<file path="src/rtl/hgate_pkg.sv">
// rtl/hgate_pkg.sv - shared register map, control bits and job FSM states for the hgate job arbiter
package hgate_pkg;

   localparam logic [7:0] HG_ADDR_OP0    = 8'h00;
   localparam logic [7:0] HG_ADDR_OP1    = 8'h04;
   localparam logic [7:0] HG_ADDR_CTRL   = 8'h10;
   localparam logic [7:0] HG_ADDR_RESULT = 8'h20;

   localparam int CTRL_START_BIT = 0;
   localparam int CTRL_ABORT_BIT = 1;

   localparam logic [31:0] CTRL_START = 32'(1) << CTRL_START_BIT;
   localparam logic [31:0] CTRL_ABORT = 32'(1) << CTRL_ABORT_BIT;

   typedef enum logic [3:0] {
      ST_IDLE    = 4'd0,
      ST_GRANT   = 4'd1,
      ST_WR0     = 4'd2,
      ST_WR1     = 4'd3,
      ST_START   = 4'd4,
      ST_WAIT_HI = 4'd5,
      ST_WAIT_LO = 4'd6,
      ST_RD_ADDR = 4'd7,
      ST_RD_CAP  = 4'd8,
      ST_ABORT   = 4'd9,
      ST_RESP    = 4'd10
   } hg_state_e;

endpackage

</file>
<file path="src/rtl/hgate_rr_arbiter.sv">
// rtl/hgate_rr_arbiter.sv - combinational round-robin picker: first request after ptr, with wrap
module hgate_rr_arbiter #(
   parameter int N_REQ = 4
) (
   input  logic [N_REQ-1:0]         req,
   input  logic [$clog2(N_REQ)-1:0] ptr,
   output logic [N_REQ-1:0]         grant,
   output logic [$clog2(N_REQ)-1:0] grant_idx,
   output logic                     any
);

   localparam int IW = $clog2(N_REQ);

   logic [IW-1:0] cand;

   // Scan ptr+1 .. ptr+N_REQ so the last winner has the lowest priority.
   always_comb begin
      grant     = '0;
      grant_idx = '0;
      any       = 1'b0;
      cand      = '0;
      for (int i = 1; i <= N_REQ; i++) begin
         cand = IW'((int'(ptr) + i) % N_REQ);
         if (!any && req[cand]) begin
            any         = 1'b1;
            grant_idx   = cand;
            grant[cand] = 1'b1;
         end
      end
   end

endmodule

</file>
<file path="src/rtl/hgate_job_arbiter.sv">
// rtl/hgate_job_arbiter.sv - shares one hgate MMIO port between N requesters, one job in flight
module hgate_job_arbiter
   import hgate_pkg::*;
#(
   parameter int         N_REQ       = 4,
   parameter logic [7:0] ADDR_OP0    = HG_ADDR_OP0,
   parameter logic [7:0] ADDR_OP1    = HG_ADDR_OP1,
   parameter logic [7:0] ADDR_CTRL   = HG_ADDR_CTRL,
   parameter logic [7:0] ADDR_RESULT = HG_ADDR_RESULT,
   parameter int         TIMEOUT_CYC = 1024
) (
   input  logic                  clk,
   input  logic                  rst_n,
   input  logic [N_REQ-1:0]      req_valid,
   output logic [N_REQ-1:0]      req_ready,
   input  logic [N_REQ*32-1:0]   req_op0,
   input  logic [N_REQ*32-1:0]   req_op1,
   output logic [N_REQ-1:0]      rsp_valid,
   input  logic [N_REQ-1:0]      rsp_ready,
   output logic [31:0]           rsp_data,
   output logic                  rsp_err,
   output logic                  mmio_we,
   output logic [7:0]            mmio_addr,
   output logic [31:0]           mmio_wdata,
   input  logic [31:0]           mmio_rdata,
   input  logic                  busy,
   output logic [2:0]            grant_id,
   output logic                  sched_active
);

   localparam int IW = $clog2(N_REQ);

   hg_state_e     state, state_nx;
   logic [IW-1:0] rr_ptr;
   logic [IW-1:0] grant_idx;
   logic [N_REQ-1:0] arb_grant;
   logic [IW-1:0] arb_idx;
   logic          arb_any;
   logic [31:0]   sel_op0, sel_op1;
   logic [31:0]   op0_q, op1_q;
   logic [15:0]   to_cnt;
   logic          to_fire;

   hgate_rr_arbiter #(.N_REQ(N_REQ)) u_rr (
      .req       (req_valid),
      .ptr       (rr_ptr),
      .grant     (arb_grant),
      .grant_idx (arb_idx),
      .any       (arb_any)
   );

   always_comb begin
      sel_op0 = '0;
      sel_op1 = '0;
      for (int i = 0; i < N_REQ; i++) begin
         if (arb_grant[i]) begin
            sel_op0 = req_op0[i*32 +: 32];
            sel_op1 = req_op1[i*32 +: 32];
         end
      end
   end

   // The counter saturates at the firing value, so a stalled wait never wraps.
   assign to_fire      = (to_cnt == 16'(TIMEOUT_CYC - 1));
   assign grant_id     = 3'(grant_idx);
   assign sched_active = (state != ST_IDLE);

   always_comb begin
      state_nx  = state;
      req_ready = '0;
      rsp_valid = '0;
      mmio_we   = 1'b0;
      unique case (state)
         ST_IDLE:    if (arb_any) state_nx = ST_GRANT;
         ST_GRANT: begin
            req_ready[grant_idx] = 1'b1;
            state_nx = ST_WR0;
         end
         ST_WR0: begin
            mmio_we  = 1'b1;
            state_nx = ST_WR1;
         end
         ST_WR1: begin
            mmio_we  = 1'b1;
            state_nx = ST_START;
         end
         ST_START: begin
            mmio_we  = 1'b1;
            state_nx = ST_WAIT_HI;
         end
         ST_WAIT_HI: begin
            if (busy)         state_nx = ST_WAIT_LO;
            else if (to_fire) state_nx = ST_ABORT;
         end
         ST_WAIT_LO: begin
            if (!busy)        state_nx = ST_RD_ADDR;
            else if (to_fire) state_nx = ST_ABORT;
         end
         ST_RD_ADDR: state_nx = ST_RD_CAP;
         ST_RD_CAP:  state_nx = ST_RESP;
         ST_ABORT: begin
            mmio_we  = 1'b1;
            state_nx = ST_RESP;
         end
         ST_RESP: begin
            rsp_valid[grant_idx] = 1'b1;
            if (rsp_ready[grant_idx]) state_nx = ST_IDLE;
         end
         default: state_nx = ST_IDLE;
      endcase
   end

   always_ff @(posedge clk or negedge rst_n) begin
      if (!rst_n) begin
         state      <= ST_IDLE;
         rr_ptr     <= IW'(N_REQ - 1);
         grant_idx  <= '0;
         op0_q      <= '0;
         op1_q      <= '0;
         to_cnt     <= '0;
         mmio_addr  <= '0;
         mmio_wdata <= '0;
         rsp_data   <= '0;
         rsp_err    <= 1'b0;
      end else begin
         state <= state_nx;

         if (state == ST_IDLE && arb_any) begin
            rr_ptr    <= arb_idx;
            grant_idx <= arb_idx;
            op0_q     <= sel_op0;
            op1_q     <= sel_op1;
         end

         if (state_nx != state && (state_nx == ST_WAIT_HI || state_nx == ST_WAIT_LO))
            to_cnt <= '0;
         else if (!to_fire)
            to_cnt <= to_cnt + 16'd1;

         // Address/data are loaded on entry so they are stable for the whole state.
         case (state_nx)
            ST_WR0: begin
               mmio_addr  <= ADDR_OP0;
               mmio_wdata <= op0_q;
            end
            ST_WR1: begin
               mmio_addr  <= ADDR_OP1;
               mmio_wdata <= op1_q;
            end
            ST_START: begin
               mmio_addr  <= ADDR_CTRL;
               mmio_wdata <= CTRL_START;
            end
            ST_RD_ADDR: mmio_addr <= ADDR_RESULT;
            ST_ABORT: begin
               mmio_addr  <= ADDR_CTRL;
               mmio_wdata <= CTRL_ABORT;
            end
            default: ;
         endcase

         if (state == ST_RD_CAP) begin
            rsp_data <= mmio_rdata;
            rsp_err  <= 1'b0;
         end else if (state == ST_ABORT) begin
            rsp_data <= '0;
            rsp_err  <= 1'b1;
         end
      end
   end

endmodule

</file>
<file path="config.mk">
export PLATFORM = sky130hd
export DESIGN_NAME = hgate_job_arbiter
export DESIGN_NICKNAME = d
export VERILOG_FILES = /design/src/rtl/hgate_pkg.sv /design/src/rtl/hgate_rr_arbiter.sv /design/src/rtl/hgate_job_arbiter.sv
export SDC_FILE = /design/constraint.sdc
export NUM_CORES = 1
export LEC_CHECK = 0
export ABC_AREA = 1
export BUFFER_PORTS_ARGS = -buffer_cell sky130_fd_sc_hd__buf_2
export CORE_AREA = 2 2 151 153
export DETAILED_ROUTE_END_ITERATION = 7
export DIE_AREA = 0 0 153 155
export PLACE_DENSITY = 0.71
export SKIP_LAST_GASP = 1
export SLEW_MARGIN = 10
export SYNTH_ARGS = -nofsm -noshare
export SYNTH_HDL_FRONTEND = slang
export SYNTH_SLANG_ARGS = --single-unit
</file>
<file path="constraint.sdc">
create_clock -name clk -period 2.9 [get_ports clk]
set_input_delay 0.29 -clock clk [delete_from_list [all_inputs] [get_ports clk]]
set_output_delay 0.29 -clock clk [all_outputs]
set_load 0.01 [all_outputs]
</file>
==> results.md, run 1 <==
- Status: finished clean
- Routing usage on met2: 43.86%
- Largest cells by area after synthesis: dfrtp_1 41%, a21oi_1 12%, nand2_1 9.2%
- Count leader, synth: nand2_1
- DRC errors left: 0
- Die area: 23720 um^2
- Initial antenna violation count: 10
- Share of the clock period used by the worst path: 92.09%
- Routed wire length: 31300 um
- Setup WS pre-CTS: 0.2372 ns
- Initial Utilization: 42.47%
- Largest net degree at the start of global routing: 73
- Clk_skew: 0.01526 ns
- P&R area growth vs syn: 28.83%
- Layout cell share with drive strength beyond 1: 32.62%
- First-pass GRT wire length: 49290 um
- CP max FO: 40
- Final ANT Viol Nets: 0
- I/O Pins: 385
- Synth Flop Type: dfrtp_1
- Worst Tran Pin Value: 0.5118 ns
- Post-synth ARST share: 100.0%
- Seq/Total Area, Yosys: 41.38%
- Simple-gate share of the synthesized area: 23.82%
- GRT Overall Usage: 25.90%
- Fmax: 374.4 MHz
- GR met3 Demand/Resource: 5.682%
- Hpwl dp: 22260 um
- I/O Buffers: 378
- Most used routing layer in global routing: met2
- Post-synthesis mux area share: 0.1060%
- GR Overflow Total: 0
- CTS Buf Count: 17
- Via count: 10.03k
- Distinct cells, synth: 43
- Die width: 153 um
- Vias in the first global route: 9501
- Syn avg cell area: 7.569 um^2
- Total core area: 22230 um^2
- Pleak: 0.006284 uW
- Via density: 5.315
- Critical path type: reg -> reg
- Tmin final: 2.671 ns
- Biggest area consumer among synthesized cells: dfrtp_1
- RSZ-0062 raised after global routing: false
- Ys Warns: 0
- Synth top area share: 40.83%
- Hold crit path type: in -> reg
- Synth Instances: 1247
- Clock sinks: 156
- Synth Area in Compound Gates: 23.01%
- Post-synth top cells: 231 x nand2_1, 226 x a21oi_1, 154 x dfrtp_1
- Clk_lat worst skew: 0.43 ns
- WP data arrival: 3.03 ns
- Clock Path Buffers: 2
- CTS tree: done
- CTS clk-pin slew, worst paths: 0.08 ns
- VDD IR-drop max: 1.277 mV
- Htree depth: 4
- Root Buffer: clkbuf_16
- Fin. max-slew vios: 0
- Max_slew headroom: 65.88%
- Post-CTS sizing: 0
- Synth Area in Adders: 1.060%
- Largest family of logic cells by synthesized area: simple AND/OR/NAND/NOR gates
- Chip height: 155 um
- Crit path launch type: flip-flop
- Average routed wire per standard cell: 16.59 um
- Synth Area in XOR/XNOR: 0.9279%
- Setup violators final: 0
- Site row count: 55
- Routing usage on met1: 32.09%
- Critical Path RT: 3.25 ns
- Final WS setup: 0.2293 ns
- Setup TNS: 0 ns
- Cell Area, Synth: 9439 um^2
- Starting DRT DRC Count: 695
- DR pass1 iterations: 5
- P per Cell Area: 1533 nW/um^2
- Count of nets after finishing: 1888
- Number of enable flip-flop cells after synthesis: 0
- Final hold vios: 0
- Critical Path Sink Type: flip-flop
- Max cap viols: 0
- Synth Register Bits: 156
- Routability cong.: 0.9113
[power breakdown]
group | internal, uW | total, uW | switching [uW] | leakage, uW
logic | 4360 | 12400 | 8030 | 0.00413
registers | 3330 | 3980 | 652 | 0.00186
clock network | 1180 | 2270 | 1090 | 0.000298
[path summary, 6_finish.rpt]
path                       slack (ns)      endpoint     startpoint  cells after the start
max                              0.23     op0_q[24]      rr_ptr[0]                     13
min                              0.08   rsp_data[1]  mmio_rdata[1]                      2
max reg2reg                      0.23     op0_q[24]      rr_ptr[0]                     13
min reg2reg                      0.48  mmio_addr[5]   mmio_addr[5]                      2
max in group asynchronous        1.76    to_cnt[13]          rst_n                      3
min in group asynchronous        0.31  rsp_data[29]          rst_n                      2
[stage by stage]
stage                     utilization [%]  area, um^2  total power [uW]  std cells  hold WS [ns]
after floorplan                         -        9458             13300       1252     -0.005591
after global placement              51.81       11520             16160       1846        0.2019
after detailed placement            51.81       11520             16370       1846        0.2020
after CTS                           54.62       12140             18710       1879       0.05287
after global routing                54.70       12160             20410       1886       0.04971
final                               54.71       12160             18640       1887       0.07565
[routing by layer]
layer	vias up	share of wire, %
li1	4850	-
met1	4682	41
met2	437	49
met3	59	7.0
met4	2	3.0
met5	-	0.022
[cell families (layout without fill, tap and decap cells)]
kind of cell | Yosys count | after routing
buffers and inverters | 197 | 539
AO/OA/AOI/OAI | 357 | 357
other | 1 | 14
flip-flops | 156 | 156
adder cells (fa/ha/maj) | 8 | 8
XOR/XNOR | 10 | 10
multiplexers | 1 | 1
AND/OR/NAND/NOR | 517 | 517
[placed cells by master, fill, tap and decap left out, drive strengths merged]
cell type and n:
ha 8, mux2i 1, o211ai 1, dlygate4sd3 1, a22o 32, a21oi 276, nand4 8, nor3 9
o21bai 1, a31oi 31, o22ai 1, a31o 1, clkinv 10, dfstp 2, xnor2 3, nor2 134
inv 112, and2 1, clkbuf 17, o31ai 1, xor2 7, a21boi 3, o21ai 7, nand2 241
dfrtp 154, buf 399, a41oi 1, a22oi 1, nand3 124, diode 8, o2111ai 1, conb 6
[final cells by class]
type	instances	area (um^2)
Antenna cell	8	20.02
Clock buffer	17	425.4
Clock inverter	15	188.9
Fill cell	2160	10070
Inverter	107	401.6
Multi-Input combinational cell	899	4671
Sequential cell	156	3906
Tap cell	285	356.6
Timing Repair Buffer	400	2191
[critical path, stage by stage, from the launching register on]
cell and delay [ns]:
dfstp_2 0.62, inv_2 0.14, ha_1 0.34, inv_1 0.08, nand2_1 0.07, nand2_1 0.07
nor2_2 0.17, nand3_1 0.15, nand3_4 0.12, buf_4 0.42, a21oi_1 0.12, nand2_1 0.08
nand2_1 0.08, a21oi_1 0.14
[sequential cells by signal, indices dropped and copies added, names as in the netlist]
signal and cells:
state 4, mmio_wdata 32, grant_idx 2, rsp_err 1, rr_ptr 2, rsp_data 32
to_cnt 16, mmio_addr 3, op0_q 32, op1_q 32
[repair_timing]
| item | CTS | global route |
|---|---|---|
| hold buffers | 1 | 0 |
| hold endpoints to repair | 27 | 0 |
| setup buffers | 0 | 0 |
| endpoints found under the setup margin | 0 | 0 |
Power figures use the tool's default switching activity.
==> inputs of run 2 (changes only) <==
--- a/config.mk
+++ b/config.mk
@@ -10,9 +10,9 @@
 export CORE_AREA = 2 2 151 153
 export DETAILED_ROUTE_END_ITERATION = 7
 export DIE_AREA = 0 0 153 155
-export PLACE_DENSITY = 0.71
+export PLACE_DENSITY = 0.78
 export SKIP_LAST_GASP = 1
-export SLEW_MARGIN = 10
+export SLEW_MARGIN = 5
 export SYNTH_ARGS = -nofsm -noshare
 export SYNTH_HDL_FRONTEND = slang
 export SYNTH_SLANG_ARGS = --single-unit
==> run 2 against run 1 <==
Against the previous run:
- first-iteration DRC count grew 6.8%
- sequential power is essentially flat
- global-route usage is essentially flat
- clock power shrank 5%
- non-clock buffer count grew 1
- clock skew grew 0.0092 ns
- design area shrank 0.78%
- cell count shrank 0.37%
- routed wire length grew 0.17%
- sequential share of layout area grew 0.25 points
- largest cell class unchanged
==> results.md, run 2 (same netlist as run 1, synthesis figures left out) <==
- Status: finished clean (unchanged)
- Critical Path Sink Type: flip-flop (unchanged)
- Die width: 153 um (unchanged)
- Max cap viols: 0 (unchanged)
- Count of nets after finishing: 1889 (was 1888)
- Hold slack: 0.07628 ns (was 0.07565 ns)
- Internal: 8790 uW (was 8871 uW)
- CTS clk-pin slew, worst paths: 0.07 ns (was 0.08 ns)
- Sequential share of power: 21.4% (about the same)
- Tot Pwr: 18550 uW (was 18640 uW)
- Htree depth: 4 (unchanged)
- P&R area growth vs syn: 27.82% (was 28.83%)
- DRC errors left: 0 (unchanged)
- Hold crit path type: in -> reg (unchanged)
- Critical Path RT: 3.23 ns (was 3.25 ns)
- Design area: 12070 um^2 (was 12160 um^2)
- Pleak: 0.006259 uW (was 0.006284 uW)
- GR met3 Demand/Resource: 4.875% (was 5.682%)
- Final WS setup: 0.2157 ns (was 0.2293 ns)
- Average routed wire per standard cell: 16.68 um (was 16.59 um)
- CP max FO: 34 (was 40)
- Fin. max-slew vios: 0 (unchanged)
- Die area: 23720 um^2 (unchanged)
- Routing usage on met1: 33.67% (was 32.09%)
- Layout cell share with drive strength beyond 1: 32.60% (was 32.62%)
- CTS Buf Count: 17 (unchanged)
- Clk_lat worst skew: 0.44 ns (was 0.43 ns)
- Dpl cell area: 11500 um^2 (was 11520 um^2)
- P per Cell Area: 1537 nW/um^2 (was 1533 nW/um^2)
- Routing usage on met2: 44.12% (was 43.86%)
- Via density: 5.350 (was 5.315)
- Starting DRT DRC Count: 742 (was 695)
- Hpwl dp: 22590 um (was 22260 um)
- First-pass GRT wire length: 49470 um (was 49290 um)
- Worst Tran Pin Value: 0.6374 ns (was 0.5118 ns)
- RSZ-0062 raised after global routing: false (unchanged)
- Fmax: 372.5 MHz (was 374.4 MHz)
- Diode count: 0 (was 8)
- Setup TNS: 0 ns (unchanged)
- Clock Path Buffers: 2 (unchanged)
- Critical path type: reg -> reg (unchanged)
- Register area: 3906 um^2 (unchanged)
- GRT Overall Usage: 25.94% (was 25.90%)
- Largest net degree at the start of global routing: 86 (was 73)
- Most frequent cells in the layout: 377 x buf_2, 231 x nand2_1, 226 x a21oi_1 (unchanged)
- Chip height: 155 um (unchanged)
- VDD IR-drop max: 1.499 mV (was 1.277 mV)
- Site row count: 55 (unchanged)
- Most common cell after layout, fill and taps aside: buf_2 (unchanged)
- Most used routing layer in global routing: met2 (unchanged)
- Multi-input logic area: 4671 um^2 (unchanged)
- Vias in the first global route: 9563 (was 9501)
- WP data arrival: 3.01 ns (was 3.03 ns)
- Crit path launch type: flip-flop (unchanged)
- Total core area: 22230 um^2 (unchanged)
- Initial Utilization: 42.47% (unchanged)
- GR Overflow Total: 0 (unchanged)
- Setup violators final: 0 (unchanged)
- Initial antenna violation count: 1 (was 10)
- Final ANT Viol Nets: 0 (unchanged)
- Part of the power in combinational logic: 66.9% (was 66.5%)
- CTS tree: done (unchanged)
- Via count: 10.06k (was 10.03k)
- Tmin final: 2.684 ns (was 2.671 ns)
- Net Sw Frac: 52.61% (was 52.41%)
- I/O Pins: 385 (unchanged)
- Clk_skew: 0.02449 ns (was 0.01526 ns)
- Net Switching: 9759 uW (was 9768 uW)
- Root Buffer: clkbuf_16 (unchanged)
- Routed wire length: 31350 um (was 31300 um)
- Share of the clock period used by the worst path: 92.56% (was 92.09%)
- Routability cong.: 0.9181 (was 0.9113)
- Clk network pwr share: 11.6% (was 12.2%)
- Setup repair bufs after CTS: 0 (unchanged)
- Clock sinks: 156 (unchanged)
- Max_slew headroom: 57.51% (was 65.88%)
- DR pass1 iterations: 7 (was 5)
- I/O Buffers: 378 (unchanged)
- Final hold vios: 0 (unchanged)
- Filler cells: 2162 (was 2160)
- Setup WS pre-CTS: 0.2323 ns (was 0.2372 ns)
## run 2: cell count changes in the layout (fill, tap and decap cells not counted), sizes merged
| cell | before | now |
|---|---|---|
| diode | 8 | 0 |
| clkbuf | 17 | 18 |
| clkinv | 10 | 6 |
| inv | 112 | 115 |
| buf | 399 | 400 |
## run 2: critical path, stage by stage (launching register included)
cell and delay (ns):
dfstp_2 0.63, inv_2 0.05, ha_1 0.33, inv_1 0.13, nand3_2 0.12, nand2_4 0.13, nor2_4 0.07, a21boi_1 0.15
nand3_2 0.32, buf_12 0.30, nand3_1 0.15, nand2_1 0.07, nand2_1 0.07, a21oi_2 0.05
## run 2: area by class of cell
type / count / area share, %
multi-input combinational: 899 / 38.71
sequential: 156 / 32.38
timing repair buffer: 401 / 18.01
clock buffer: 18 / 3.557
inverter: 107 / 3.350
tap: 285 / 2.956
clock inverter: 14 / 1.037
## run 2: power groups by stage
stage | combinational (uW) | sequential (uW) | clock [uW]
4_1_cts | 12400 | 3970 | 2210
3_5_place_dp | 12300 | 4010 | 0
2_1_floorplan | 9190 | 4110 | 0
5_1_grt | 13900 | 4090 | 2300
3_3_place_gp | 12200 | 3970 | 0
6_report | 12400 | 3980 | 2160
## run 2: worst paths after layout
| kind | end | slack [ns] | start | cells after the start |
|---|---|---|---|---|
| min in group asynchronous | to_cnt[13] | 0.41 | rst_n | 2 |
| min reg2reg | rsp_data[28] | 0.51 | rsp_data[28] | 1 |
| min | rsp_data[2] | 0.08 | mmio_rdata[2] | 2 |
| max reg2reg | op1_q[19] | 0.22 | rr_ptr[0] | 13 |
| max | op1_q[19] | 0.22 | rr_ptr[0] | 13 |
| max in group asynchronous | rsp_data[17] | 1.63 | rst_n | 3 |
## run 2: stage by stage
step                util (%)  instances
floorplan                  -       1252
global placement       51.73       1847
detailed placement     51.73       1847
CTS                    54.27       1880
global route           54.28       1880
finish                 54.28       1880
## run 2: repair_timing
item / in CTS / in global routing
gates resized for setup: 0 / 2
endpoints found under the hold margin: 58 / 0
hold buffers: 1 / 0
setup endpoints to repair: 0 / 2
## run 2: layer usage
metal	up-vias	wire, um
li1	4842	-
met1	4702	13080
met2	464	15320
met3	48	2253
met4	2	683
met5	-	13
